File: config.mk
export PLATFORM = sky130hd
export DESIGN_NAME = xrv_dbus_apb
export DESIGN_NICKNAME = d
export VERILOG_FILES = /design/src/rtl/xrv_bus_pkg.sv /design/src/rtl/xrv_bus_timeout.sv /design/src/rtl/xrv_dbus_apb.sv
export SDC_FILE = /design/constraint.sdc
export NUM_CORES = 1
export LEC_CHECK = 0
export ABC_AREA = 1
export BUFFER_PORTS_ARGS = -buffer_cell sky130_fd_sc_hd__buf_2
export CAP_MARGIN = 30
export CORE_MARGIN = 2
export CORE_UTILIZATION = 32
export DETAILED_ROUTE_END_ITERATION = 10
export PLACE_DENSITY = 0.58
export SYNTH_ARGS = -nofsm -noshare
export SYNTH_HDL_FRONTEND = slang
export SYNTH_SLANG_ARGS = --single-unit
File: constraint.sdc
create_clock -name clk -period 4.7 [get_ports clk]
set_clock_uncertainty 0.05 [all_clocks]
set_input_delay 0.235 -clock clk [delete_from_list [all_inputs] [get_ports clk]]
set_output_delay 0.235 -clock clk [all_outputs]
set_load 0.005 [all_outputs]
File: src/rtl/xrv_bus_pkg.sv
// Shared types and constants for the core data-port to APB bridge.
package xrv_bus_pkg;

    typedef enum logic [1:0] {
        ST_IDLE   = 2'd0,
        ST_SETUP  = 2'd1,
        ST_ACCESS = 2'd2,
        ST_DONE   = 2'd3
    } bus_state_e;

    localparam logic [2:0]  APB_PROT_DEFAULT  = 3'b000;
    localparam logic [31:0] ERR_RDATA_DEFAULT = 32'hDEAD_BEEF;

endpackage

File: src/rtl/xrv_bus_timeout.sv
// ACCESS-phase cycle counter. Cleared when a transfer starts, counts while
// enabled and saturates instead of wrapping. TIMEOUT=0 disables expiry.
module xrv_bus_timeout #(
    parameter int TIMEOUT = 256
) (
    input  logic clk,
    input  logic rst,
    input  logic clr_i,
    input  logic en_i,
    output logic expired_o
);

    localparam int CW = (TIMEOUT > 0) ? $clog2(TIMEOUT + 1) : 1;
    localparam logic [CW-1:0] CNT_MAX  = CW'(TIMEOUT);
    localparam logic [CW-1:0] CNT_LAST = CW'(TIMEOUT - 1);

    logic [CW-1:0] cnt_q, cnt_d;

    // Next count: clear has priority, then saturating increment.
    always_comb begin
        cnt_d = cnt_q;
        if (clr_i) begin
            cnt_d = '0;
        end else if (en_i && (cnt_q != CNT_MAX)) begin
            cnt_d = cnt_q + 1'b1;
        end
    end

    // Counter register.
    always_ff @(posedge clk or posedge rst) begin
        if (rst) begin
            cnt_q <= '0;
        end else begin
            cnt_q <= cnt_d;
        end
    end

    // Expiry is flagged on the last allowed ACCESS cycle so the FSM aborts
    // after exactly TIMEOUT cycles of waiting.
    assign expired_o = (TIMEOUT != 0) && en_i && (cnt_q == CNT_LAST);

endmodule

File: src/rtl/xrv_dbus_apb.sv
// Bridge from the core data port to an APB4 master. Each request is latched,
// run through SETUP/ACCESS with wait states and a timeout, and answered with
// a one-cycle ready pulse plus registered read data.
module xrv_dbus_apb
    import xrv_bus_pkg::*;
#(
    parameter int          AW        = 32,
    parameter int          TIMEOUT   = 256,
    parameter logic [31:0] ERR_RDATA = ERR_RDATA_DEFAULT
) (
    input  logic          clk,
    input  logic          rst,
    input  logic [31:0]   d_addr,
    input  logic          d_wr_req,
    input  logic          d_rd_req,
    input  logic [3:0]    d_be,
    input  logic [31:0]   d_wr_data,
    output logic          d_wr_ready,
    output logic          d_rd_ready,
    output logic [31:0]   d_rd_data,
    output logic [AW-1:0] paddr,
    output logic          psel,
    output logic          penable,
    output logic          pwrite,
    output logic [31:0]   pwdata,
    output logic [3:0]    pstrb,
    output logic [2:0]    pprot,
    input  logic [31:0]   prdata,
    input  logic          pready,
    input  logic          pslverr,
    output logic          bus_err,
    output logic [31:0]   bus_err_addr
);

    bus_state_e  state_q, state_d;
    logic [31:0] addr_q;
    logic [3:0]  be_q;
    logic [31:0] wdata_q;
    logic        wr_q;
    logic        err_q, err_d;
    logic [31:0] rdata_q;
    logic [31:0] eaddr_q;
    logic        accept;
    logic        finish;
    logic        expired;

    xrv_bus_timeout #(
        .TIMEOUT (TIMEOUT)
    ) u_timeout (
        .clk       (clk),
        .rst       (rst),
        .clr_i     (accept),
        .en_i      (state_q == ST_ACCESS),
        .expired_o (expired)
    );

    // Next-state logic; pready takes priority over a coincident timeout.
    always_comb begin
        state_d = state_q;
        err_d   = err_q;
        accept  = 1'b0;
        finish  = 1'b0;
        unique case (state_q)
            ST_IDLE: begin
                if (d_wr_req || d_rd_req) begin
                    accept  = 1'b1;
                    state_d = ST_SETUP;
                end
            end
            ST_SETUP: begin
                state_d = ST_ACCESS;
            end
            ST_ACCESS: begin
                if (pready) begin
                    finish  = 1'b1;
                    err_d   = pslverr;
                    state_d = ST_DONE;
                end else if (expired) begin
                    finish  = 1'b1;
                    err_d   = 1'b1;
                    state_d = ST_DONE;
                end
            end
            ST_DONE: begin
                state_d = ST_IDLE;
            end
            default: begin
                state_d = ST_IDLE;
            end
        endcase
    end

    // State register.
    always_ff @(posedge clk or posedge rst) begin
        if (rst) begin
            state_q <= ST_IDLE;
        end else begin
            state_q <= state_d;
        end
    end

    // Request latch, completion status, read data and error address.
    // A simultaneous read is simply not latched; it is seen again in IDLE.
    always_ff @(posedge clk or posedge rst) begin
        if (rst) begin
            addr_q  <= '0;
            be_q    <= '0;
            wdata_q <= '0;
            wr_q    <= 1'b0;
            err_q   <= 1'b0;
            rdata_q <= '0;
            eaddr_q <= '0;
        end else begin
            err_q <= err_d;
            if (accept) begin
                addr_q  <= d_addr;
                be_q    <= d_be;
                wdata_q <= d_wr_data;
                wr_q    <= d_wr_req;
            end
            if (finish) begin
                if (!wr_q) begin
                    rdata_q <= err_d ? ERR_RDATA : prdata;
                end
                if (err_d) begin
                    eaddr_q <= addr_q;
                end
            end
        end
    end

    assign psel         = (state_q == ST_SETUP) || (state_q == ST_ACCESS);
    assign penable      = (state_q == ST_ACCESS);
    assign paddr        = addr_q[AW-1:0];
    assign pwrite       = wr_q;
    assign pstrb        = wr_q ? be_q : 4'b0000;
    assign pwdata       = wr_q ? wdata_q : 32'h0;
    assign pprot        = APB_PROT_DEFAULT;
    assign d_wr_ready   = (state_q == ST_DONE) && wr_q;
    assign d_rd_ready   = (state_q == ST_DONE) && !wr_q;
    assign bus_err      = (state_q == ST_DONE) && err_q;
    assign d_rd_data    = rdata_q;
    assign bus_err_addr = eaddr_q;

endmodule

==> metrics <==
power per cell area 609 nW/um^2; Total Wirelength approximately 17,000 um; XOR/XNOR Fraction of Synth Area 0.410%; global-route wire length before repair 28,700 um; WHS 0.0177 ns; 1st-iter DRT viols 310; CP most frequent cell nand2_2; Design Power 5.55 mW; Post-synth EDFFs 0; critical path startpoint category flip-flop; worst r2r src u_timeout.cnt_q[0]; Core Box Area 19,500 um^2; via count between 5,000 and 6,000; Synth Flop Type dfrtp_1; pre-CTS setup slack 1.87 ns; fraction of registers with async set/reset 100%; CTS Buf Count 17; Reg2Reg Depth 12; post-route design area 9120 um^2; Post-Layout Cell Count around 1,400; Slowest cell on crit path nand2_2; Hold Startpoint prdata[6]; post-route minimum period 2.75 ns; commonest non-fill, non-tap cell in the layout nand2_1; slew at the pin with the worst max-slew slack 0.881 ns; H-Tree Depth 4; largest net degree at the start of global routing 67; most frequent cells in the layout 329 x nand2_1, 243 x buf_2, 145 x dfrtp_1; setup_tns 0 ns; CTS Sinks 145; Die Area 21,200 um^2; Clock Pin Slew Worst Setup and Hold Paths 0.06 ns; Via density roughly 4.3; final core utilization 46.7%; Crit. End Element flip-flop; Layout Nets 1,197; critical path class reg2reg; DP Wirelength 11,300 um; Final Cycle Share 58.6%; Placed Area 7780 um^2; worst min path class in2reg; main combinational cell family by area after synthesis simple AND/OR/NAND/NOR gates; drt wl/cell 12.7 um; fmax roughly 360 MHz; Synth cell types 24; Syn Std Cell Area around 6400 um^2; Final setup viols 0; maxcap violations 0; Synth Area in Simple Gates 25.7%; final global-route overflow total 0; mux contribution to synthesized area 0%; Worst Setup Slack, final 1.95 ns; WP data required 4.96 ns; Inst Count DP 1,256; Die W 145 um; crit-path max FO 48; clk root buf clkbuf_16; post-route antenna net violation count 0; Reg2Reg Setup Slack 1.95 ns; GPL Wtd Cong ~0.8; TritonCTS clock tree built; post-synthesis sequential area ratio roughly 57%; share of cells above drive strength 1 27.2%; hold worst-path end d_rd_data[6]; peak supply drop 252 uV; All-Layer GR Usage 16.7%; I/O pins 247; RSZ-0062 raised after global routing no; max incr delay on CP 0.53 ns; worst r2r dst bus_err_addr[5]; number of global-route vias before repair 5,687; initial core utilization 32.8%; CP Cell Sequence ha_1 > nand3_1 > inv_1 > nand2_1 > nor3_1 > ha_1 > inv_1 > nand2_2 > nand2_2 > inv_2 > nand2_2 > o21ai_0; area fraction in compound gates after synthesis 6.43%; initial antenna violation count 0; row cnt 51; clk buf depth 2; Post-Synth Adder-Cell Area between 1 and 1.5%; Syn Inst Count 780; Cells on Worst Hold Path 3; Synth Register Bits ~150; Yosys Warn Count 0; worst rel slew slack 41.2%; status finished clean; Worst-Skew Late Latency 0.41 ns; Die H 145 um; synthesized area per cell 8.21 um^2; Final Hold Violating Endpoints 0; PostCTS Resize Cnt 0; Residual DRC 0; Synth-to-Final Area Change 42.5%; I/O Buffers 243; router iterations before antenna repair 4; total leakage power 5.32 nW; # diodes 0; Pins Over Slew Limit 0; WP data arrival 3.01 ns
[state kept, by name, summed over array words and instances (netlist names)]
register and count:
wdata_q 32, bus_err_addr 32, paddr 32, be_q 4, err_q 1, u_timeout.cnt_q 9, d_rd_data 32, pwrite 1
state_q 2
[worst max path at each step]
stage / from / endpoint / slack (ns) / cells after the start
final: u_timeout.cnt_q[0] / bus_err_addr[5] / 1.95 / 12
after global routing: u_timeout.cnt_q[1] / bus_err_addr[10] / 1.52 / 12
after CTS: u_timeout.cnt_q[1] / bus_err_addr[5] / 1.85 / 12
after detailed placement: u_timeout.cnt_q[1] / bus_err_addr[5] / 1.87 / 12
after global placement: u_timeout.cnt_q[0] / bus_err_addr[12] / 2.01 / 12
after floorplan: rst / be_q[0] / 0.52 / 1
[cell families after synthesis]
kind of cell    count (synthesis)
simple gates                  420
buf+inv                       143
compound gates                 62
flops                         145
other cells                     1
xor+xnor                        3
fa+ha+maj                       6
[cell usage after synthesis (2+ instances only)]
cell      count  area share, %
buf_4         5           0.59
nand2_1     330             19
a21oi_1       2           0.16
a21boi_1     12            1.4
nor3_1        2           0.16
buf_6         5           0.88
a21boi_2     10            1.8
nand2_2       4           0.39
nand3_1      39            3.0
nor2_1       44            2.6
dfrtp_1     145             57
a21boi_0      2           0.23
ha_1          6            1.2
buf_2        14            1.1
o21ai_1       3           0.23
inv_1        99            5.8
inv_2         4           0.23
o21ai_0      32            2.5
clkbuf_1     15           0.88
xor2_1        3           0.41
[report_power, final]
part	total, mW	switching [mW]	internal [mW]	leakage, nW
clock network	1.36	0.515	0.844	0.275
registers	2.14	0.333	1.81	1.76
logic	2.05	1.21	0.846	3.28
total	5.55	2.06	3.50	5.32
[critical path, delay by kind of cell (launching register included)]
family	cells	cell delay, ns
and+or+nand+nor	6	1.00
DFF	1	0.41
buffers and inverters	3	0.40
adders and majority gates	2	0.38
AOI/OAI and AO/OA	1	0.38
[repair_timing]
action	in CTS	in global routing
endpoints found under the setup margin	0	0
setup buffers	0	0
hold buffers	75	0
hold endpoints to repair	128	0
[routing by layer]
layer,track usage (%),vias up,routed length (um)
met2,26.7,197,7970
met3,3.86,18,969
met1,22.3,2635,8060
met5,0,-,0
li1,-,2940,-
met4,5.69,0,283
[final cells by class]
class	count	area [um^2]
clock inverters	9	135
well taps	265	332
multi-input cells	494	2170
clock buffers	21	450
repair buffers	324	2010
inverters	103	392
fillers	1945	10400
flip-flops and latches	145	3630
Power figures use the tool's default switching activity.
